**src/rtl/spi_sd_cmd_sequencer.sv**
```systemverilog
// -----------------------------------------------------------------------------
// spi_sd_cmd_sequencer
//
// Runs one SD-card SPI-mode command transaction on top of a byte-level SPI
// master engine:
//   chip select low -> 6-byte command frame -> 0xFF polls until an R1 byte
//   (MSB clear) or MAX_POLL polls -> one trailing 0xFF -> chip select high.
//
// State table
//   state       | meaning
//   ------------+-----------------------------------------------------------
//   IDLE        | waiting for cmd_valid; cmd_ready=1, ss_n=1
//   CMD_ISSUE   | spi_start for frame byte byte_cnt
//   CMD_WAIT    | waiting for spi_done of a frame byte (spi_rx ignored)
//   POLL_ISSUE  | spi_start for a 0xFF poll byte
//   POLL_WAIT   | waiting for spi_done of a poll byte; check for R1
//   TRAIL_ISSUE | spi_start for the trailing 0xFF byte
//   TRAIL_WAIT  | waiting for spi_done of the trailing byte (spi_rx dropped)
//   DONE        | ss_n=1, resp_valid pulse, back to IDLE
//
// Ports
//   clk, rst            system clock, synchronous active-high reset
//   cmd_valid/ready     command handshake from the SD driver register block
//   cmd_index/arg/crc   command fields, sampled at accept
//   resp_valid          one-cycle completion pulse
//   resp_r1             R1 byte (0xFF on timeout), held until the next result
//   resp_timeout        set when no R1 arrived within MAX_POLL polls
//   spi_start/spi_tx    byte request to the SPI engine
//   spi_done/spi_rx     byte completion and MISO byte from the SPI engine
//   ss_n                SD chip select, active low
// -----------------------------------------------------------------------------
module spi_sd_cmd_sequencer #(
  parameter int MAX_POLL = 8,
  parameter int POLL_W   = 4
) (
  input  logic        clk,
  input  logic        rst,

  input  logic        cmd_valid,
  output logic        cmd_ready,
  input  logic [5:0]  cmd_index,
  input  logic [31:0] cmd_arg,
  input  logic [6:0]  cmd_crc,

  output logic        resp_valid,
  output logic [7:0]  resp_r1,
  output logic        resp_timeout,

  output logic        spi_start,
  output logic [7:0]  spi_tx,
  input  logic        spi_done,
  input  logic [7:0]  spi_rx,

  output logic        ss_n
);

  typedef enum logic [2:0] {
    ST_IDLE        = 3'd0,
    ST_CMD_ISSUE   = 3'd1,
    ST_CMD_WAIT    = 3'd2,
    ST_POLL_ISSUE  = 3'd3,
    ST_POLL_WAIT   = 3'd4,
    ST_TRAIL_ISSUE = 3'd5,
    ST_TRAIL_WAIT  = 3'd6,
    ST_DONE        = 3'd7
  } state_t;

  localparam logic [POLL_W-1:0] POLL_LAST  = POLL_W'(MAX_POLL - 1);
  localparam logic [2:0]        FRAME_LAST = 3'd5;
  localparam logic [7:0]        IDLE_BYTE  = 8'hFF;

  state_t             state_q,        state_d;
  logic [47:0]        frame_q,        frame_d;
  logic [2:0]         byte_cnt_q,     byte_cnt_d;
  logic [POLL_W-1:0]  poll_cnt_q,     poll_cnt_d;
  logic [7:0]         resp_r1_q,      resp_r1_d;
  logic               resp_timeout_q, resp_timeout_d;
  logic               ss_n_q,         ss_n_d;

  logic [7:0]         frame_byte;
  logic               in_frame;

  // ---------------------------------------------------------------------------
  // State and data registers
  // ---------------------------------------------------------------------------
  always_ff @(posedge clk) begin
    if (rst) begin
      state_q        <= ST_IDLE;
      frame_q        <= '0;
      byte_cnt_q     <= '0;
      poll_cnt_q     <= '0;
      resp_r1_q      <= 8'hFF;
      resp_timeout_q <= 1'b0;
      ss_n_q         <= 1'b1;
    end else begin
      state_q        <= state_d;
      frame_q        <= frame_d;
      byte_cnt_q     <= byte_cnt_d;
      poll_cnt_q     <= poll_cnt_d;
      resp_r1_q      <= resp_r1_d;
      resp_timeout_q <= resp_timeout_d;
      ss_n_q         <= ss_n_d;
    end
  end

  // ---------------------------------------------------------------------------
  // Frame byte select, MSB-first
  // ---------------------------------------------------------------------------
  always_comb begin
    frame_byte = frame_q[7:0];
    case (byte_cnt_q)
      3'd0:    frame_byte = frame_q[47:40];
      3'd1:    frame_byte = frame_q[39:32];
      3'd2:    frame_byte = frame_q[31:24];
      3'd3:    frame_byte = frame_q[23:16];
      3'd4:    frame_byte = frame_q[15:8];
      default: frame_byte = frame_q[7:0];
    endcase
  end

  // ---------------------------------------------------------------------------
  // Next-state logic
  // ---------------------------------------------------------------------------
  always_comb begin
    state_d        = state_q;
    frame_d        = frame_q;
    byte_cnt_d     = byte_cnt_q;
    poll_cnt_d     = poll_cnt_q;
    resp_r1_d      = resp_r1_q;
    resp_timeout_d = resp_timeout_q;

    case (state_q)
      ST_IDLE: begin
        if (cmd_valid) begin
          frame_d    = {2'b01, cmd_index, cmd_arg, cmd_crc, 1'b1};
          byte_cnt_d = '0;
          poll_cnt_d = '0;
          state_d    = ST_CMD_ISSUE;
        end
      end

      ST_CMD_ISSUE: state_d = ST_CMD_WAIT;

      ST_CMD_WAIT: begin
        if (spi_done) begin
          byte_cnt_d = byte_cnt_q + 3'd1;
          if (byte_cnt_q == FRAME_LAST) begin
            poll_cnt_d = '0;
            state_d    = ST_POLL_ISSUE;
          end else begin
            state_d    = ST_CMD_ISSUE;
          end
        end
      end

      ST_POLL_ISSUE: state_d = ST_POLL_WAIT;

      ST_POLL_WAIT: begin
        if (spi_done) begin
          if (!spi_rx[7]) begin
            resp_r1_d      = spi_rx;
            resp_timeout_d = 1'b0;
            state_d        = ST_TRAIL_ISSUE;
          end else if (poll_cnt_q == POLL_LAST) begin
            resp_r1_d      = 8'hFF;
            resp_timeout_d = 1'b1;
            state_d        = ST_TRAIL_ISSUE;
          end else begin
            poll_cnt_d     = poll_cnt_q + 1'b1;
            state_d        = ST_POLL_ISSUE;
          end
        end
      end

      ST_TRAIL_ISSUE: state_d = ST_TRAIL_WAIT;

      ST_TRAIL_WAIT: begin
        if (spi_done) begin
          state_d = ST_DONE;
        end
      end

      ST_DONE: state_d = ST_IDLE;

      default: state_d = ST_IDLE;
    endcase
  end

  // Chip select is registered from the next state so the pad sees a clean
  // flop output: low from the cycle after accept, high again in DONE, and no
  // decode glitches between bytes.
  always_comb begin
    ss_n_d = 1'b0;
    if ((state_d == ST_IDLE) || (state_d == ST_DONE)) begin
      ss_n_d = 1'b1;
    end
  end

  // ---------------------------------------------------------------------------
  // Outputs
  // ---------------------------------------------------------------------------
  // spi_tx follows the frame counter through both ISSUE and WAIT so the byte
  // is stable for the whole time the engine holds it; byte_cnt only moves on
  // spi_done.
  assign in_frame     = (state_q == ST_CMD_ISSUE) || (state_q == ST_CMD_WAIT);
  assign spi_tx       = in_frame ? frame_byte : IDLE_BYTE;
  assign spi_start    = (state_q == ST_CMD_ISSUE) ||
                        (state_q == ST_POLL_ISSUE) ||
                        (state_q == ST_TRAIL_ISSUE);
  assign cmd_ready    = (state_q == ST_IDLE);
  assign resp_valid   = (state_q == ST_DONE);
  assign resp_r1      = resp_r1_q;
  assign resp_timeout = resp_timeout_q;
  assign ss_n         = ss_n_q;

endmodule
```
**config.mk**
```make
export PLATFORM = sky130hd
export DESIGN_NAME = spi_sd_cmd_sequencer
export DESIGN_NICKNAME = d
export VERILOG_FILES = /design/src/rtl/spi_sd_cmd_sequencer.sv
export SDC_FILE = /design/constraint.sdc
export NUM_CORES = 1
export LEC_CHECK = 0
export BUFFER_PORTS_ARGS = -buffer_cell sky130_fd_sc_hd__buf_2
export CELL_PAD_IN_SITES_DETAIL_PLACEMENT = 0
export CELL_PAD_IN_SITES_GLOBAL_PLACEMENT = 1
export CORE_AREA = 2 2 112 114
export DETAILED_ROUTE_END_ITERATION = 10
export DIE_AREA = 0 0 114 116
export PLACE_DENSITY_LB_ADDON = 0.1
export SLEW_MARGIN = 5
export SYNTH_ARGS = -nofsm -noshare
export SYNTH_HDL_FRONTEND = slang
export SYNTH_SLANG_ARGS = --single-unit
```
**constraint.sdc**
```tcl
create_clock -name clk -period 4.4 [get_ports clk]
set_input_delay 0.44 -clock clk [delete_from_list [all_inputs] [get_ports clk]]
set_output_delay 0.44 -clock clk [all_outputs]
set_load 0.005 [all_outputs]
```
==> results.md <==
Run status:
- The run finished with clean final reports.

Cells and area:
- After the last flow step, the layout net total stands at 494.
- The layout cell share with drive strength beyond 1 is approximately a quarter.
- The final cell count without fillers is 583.
- From synthesis to final layout, the design area changed by 28.1%.
- The fraction of the core area covered by cells at the end of the flow is 31.6%.
- 0 antenna diodes ended up in the layout.
- Fill cells in the final layout number 1,326.

Critical path:
- The kind of launch point of the worst setup path is a flop.
- The worst path required time is 3960 ps.
- STA classifies the critical path endpoint as an output port.
- The worst-path maximum fanout is 9.
- The data arrival at the endpoint of the critical path is 2450 ps.
- The startpoint-to-endpoint class of the critical path is flop to output port.

Global route:
- The met1 track demand over resource is 19.3%.
- For this run the aggregate overflow at the end of global routing stands at 0.
- Entering global routing, the biggest net connects 57 pins.
- Global routing consumed, over all layers together, 14.1% of the routing resources.
- For met2 alone, demand over resource in global routing was 21.3%.
- The initial antenna violation count is 0.
- The via count of the first global-routing pass is 2,611.
- The layer flagged by global routing as most heavily used is met2.
- Global routing consumed, on the met3 layer, 3.97% of the routing resources.
- The global-route wire length before repair is 14,200 um.

STA:
- The share of the clock period used by the worst path is 65.7%.
- On the final layout, the worst hold slack is approximately 340 ps.
- The relative max-transition margin is 41.7%.
- The setup skew after layout is roughly 7.8 ps.
- Setup repair after global routing left no endpoint under its margin.
- Setup violations remaining at the end of the flow were counted as 0.
- The number of max-slew violations in the final report is 0.
- The total count of hold-check failures in the final report is 0.
- The final critical delay including setup and external delays is about 2900 ps.
- The fmax is 346 MHz.
- The actual slew at the worst max-slew pin is 871 ps.
- The accumulated negative setup slack is 0 ps.

Yosys:
- Of all cell types, the one taking the most synthesized area is dfxtp_1.
- The net count after synthesis is between 400 and 500.
- After technology mapping, the gate count stands at 367.
- The Yosys step of the flow raised 0 warnings.
- A synthesized cell averages 8.01 sq um.
- The proportion of register bits with asynchronous set or reset after synthesis is 0%.
- The number of unique standard cell types used by synthesis is between 40 and 50.
- Of the synthesized area, sequential elements account for 44.9%.
- The synthesized cell area is 2940 sq um.
- The share of the synthesized area in the top cell type is 44.9%.
- After synthesis, the cell types taking the most area are dfxtp_1 45%, nand2_1 13%, a21oi_1 9.5%.
- The most used flip-flop cell after synthesis is dfxtp_1.
- The number of enable-type register cells in the synthesized netlist is 0.
- The synthesized flop and latch total is 66.

Die:
- Once the floorplan was initialized, standard cells occupied 24.7% of the core.
- The number of top-level pins is 78.
- The floorplan step set the die width to about 110 um.
- In this run the vertical extent of the chip is 116 um.
- The area inside the core boundary is 11,900 sq um.
- The floorplan step defined a die boundary enclosing 13,200 sq um.
- The row count is 40.

CTS:
- The clock reaches the later pin of the worst-skew pair after 340 ps.
- For this design, the CTS-stage hold fixing added 0 buffers.
- Buffers added to address setup during post-CTS repair amount to 0.
- Gates resized during post-CTS repair numbered 0.
- The CTS tree is yes.
- The H-tree depth is 3.
- The clock transition at the registers of the reported paths is 60 ps.
- The clock drives 66 sinks.
- The cell chosen for the clock root is clkbuf_16.
- The total CTS buffers is 9.
- The number of buffers between clock root and the deepest sink is 2.

Pwr:
- The power density normalized to cell area is 450 nW/um^2.
- Summed over all cells, the static leakage comes to 1.51 nW.
- The maximum vdd ir drop is 313 uV.

Placement:
- At the end of routability-driven placement, the weighted congestion stood at 0.768.
- Once placement completed, the tool counted placed cells totaling 567.
- The HPWL after detailed placement is 6380 um.
- The count of input and output buffers is 77.

Route:
- Using the TritonRoute via totals, the vias-per-cell ratio works out to 4.68.
- The starting DRC count in detailed routing is 178.
- After detailed routing, the average wire length per cell comes to 15.2 um.
- The final antenna-violating net count is 0.
- The number of design rule violations left after detail routing is 0.
- The total length of routed wires is about 8900 um.
- For this run, the detailed router's first-pass iteration total came to 5.
- The via count of the routed design is 2,726.

Worst hold path:
- The classification of the worst-slack hold path is input port to flop.

Run:
- The max-cap violation count is 0.
[sequential cells by signal, indices dropped and copies added, names as in the netlist]
signal,count
frame_q,46
resp_r1,8
poll_cnt_q,4
byte_cnt_q,3
state_q,3
resp_timeout,1
ss_n,1
[area by class of cell]
class | count | area, sq um | area share, %
multi-input cells | 268 | 1490 | 39.5
flip-flops and latches | 66 | 1320 | 35.1
repair buffers | 80 | 408 | 10.8
clock buffers | 9 | 225 | 5.98
well taps | 147 | 184 | 4.88
clock inverters | 7 | 118 | 3.12
inverters | 6 | 22.5 | 0.598
[cell usage after synthesis (3+ instances only)]
master,number
a222oi_1,7
dfxtp_1,66
o22ai_1,7
nor2_1,10
nor2b_1,6
nand2_1,104
buf_2,13
a21oi_1,56
o21ai_0,5
a22o_1,7
ha_1,6
mux2i_1,7
nand2b_1,8
nand3_1,9
a211oi_1,3
clkbuf_1,12
inv_1,5
nor3_1,5
[placed cells by master, fill, tap and decap left out, types with 2 or more instances in the layout]
cell,instances
ha_1,6
nand3_1,9
clkinv_4,2
inv_1,5
mux2i_1,7
dfxtp_1,66
nor2_1,10
and3_1,2
or3_1,2
buf_2,77
buf_4,3
a211oi_1,3
clkbuf_16,9
nor2b_1,6
nand2b_1,8
o21ai_0,5
a21oi_1,56
bufinv_16,3
nor3_1,5
o22ai_1,7
nand2_1,103
nand4_1,2
clkinv_2,2
a22o_1,7
a222oi_1,7
[power breakdown]
group          total, W  switching (W)  internal, W  leakage (nW)
logic          0.000192       0.000112    0.0000795         0.797
clock network  0.000834       0.000281     0.000553         0.169
registers      0.000667      0.0000329     0.000634         0.540
[logic make-up after synthesis]
kind of cell	share of synthesized area (%)
simple gates	24.0
compound gates	21.4
flops	44.9
buf+inv	4.77
mux	2.38
fa+ha+maj	2.55
[through the flow]
stage / setup slack, ps / instance area (sq um) / power [W]
final: 1510 / 3770 / 0.00169
after global placement: 1930 / 3420 / 0.000878
after global routing: 1310 / 3770 / 0.00177
after CTS: 1520 / 3770 / 0.00172
after floorplan: 2300 / 2940 / 0.000791
after detailed placement: 1890 / 3420 / 0.000878
[per-layer routing]
layer	wire (um)	up-vias
met5	0	-
met3	472	9
met1	4310	1233
li1	-	1405
met4	129	0
met2	3940	79
[worst max-delay path: stages, from the launching register on]
cell and delay (ps):
dfxtp_1 460, clkinv_1 290, ha_1 420, a211oi_2 490, nand2_1 120, o2111ai_1 160
buf_2 170
[worst paths after layout]
| check | startpoint | endpoint | slack [ps] | cells past startpoint |
|---|---|---|---|---|
| worst max-delay path | byte_cnt_q[2]$_SDFFE_PP0P_ | spi_tx[7] | 1510 | 6 |
| worst min-delay path | cmd_index[4] | frame_q[44]$_SDFFE_PP0P_ | 340 | 3 |
| worst max register to register | state_q[2]$_SDFF_PP0_ | resp_r1[7]$_SDFFE_PP1P_ | 2390 | 4 |
| worst min register to register | frame_q[41]$_SDFFE_PP0P_ | frame_q[41]$_SDFFE_PP0P_ | 460 | 2 |
Note: power is estimated with default switching activity, not from simulation.
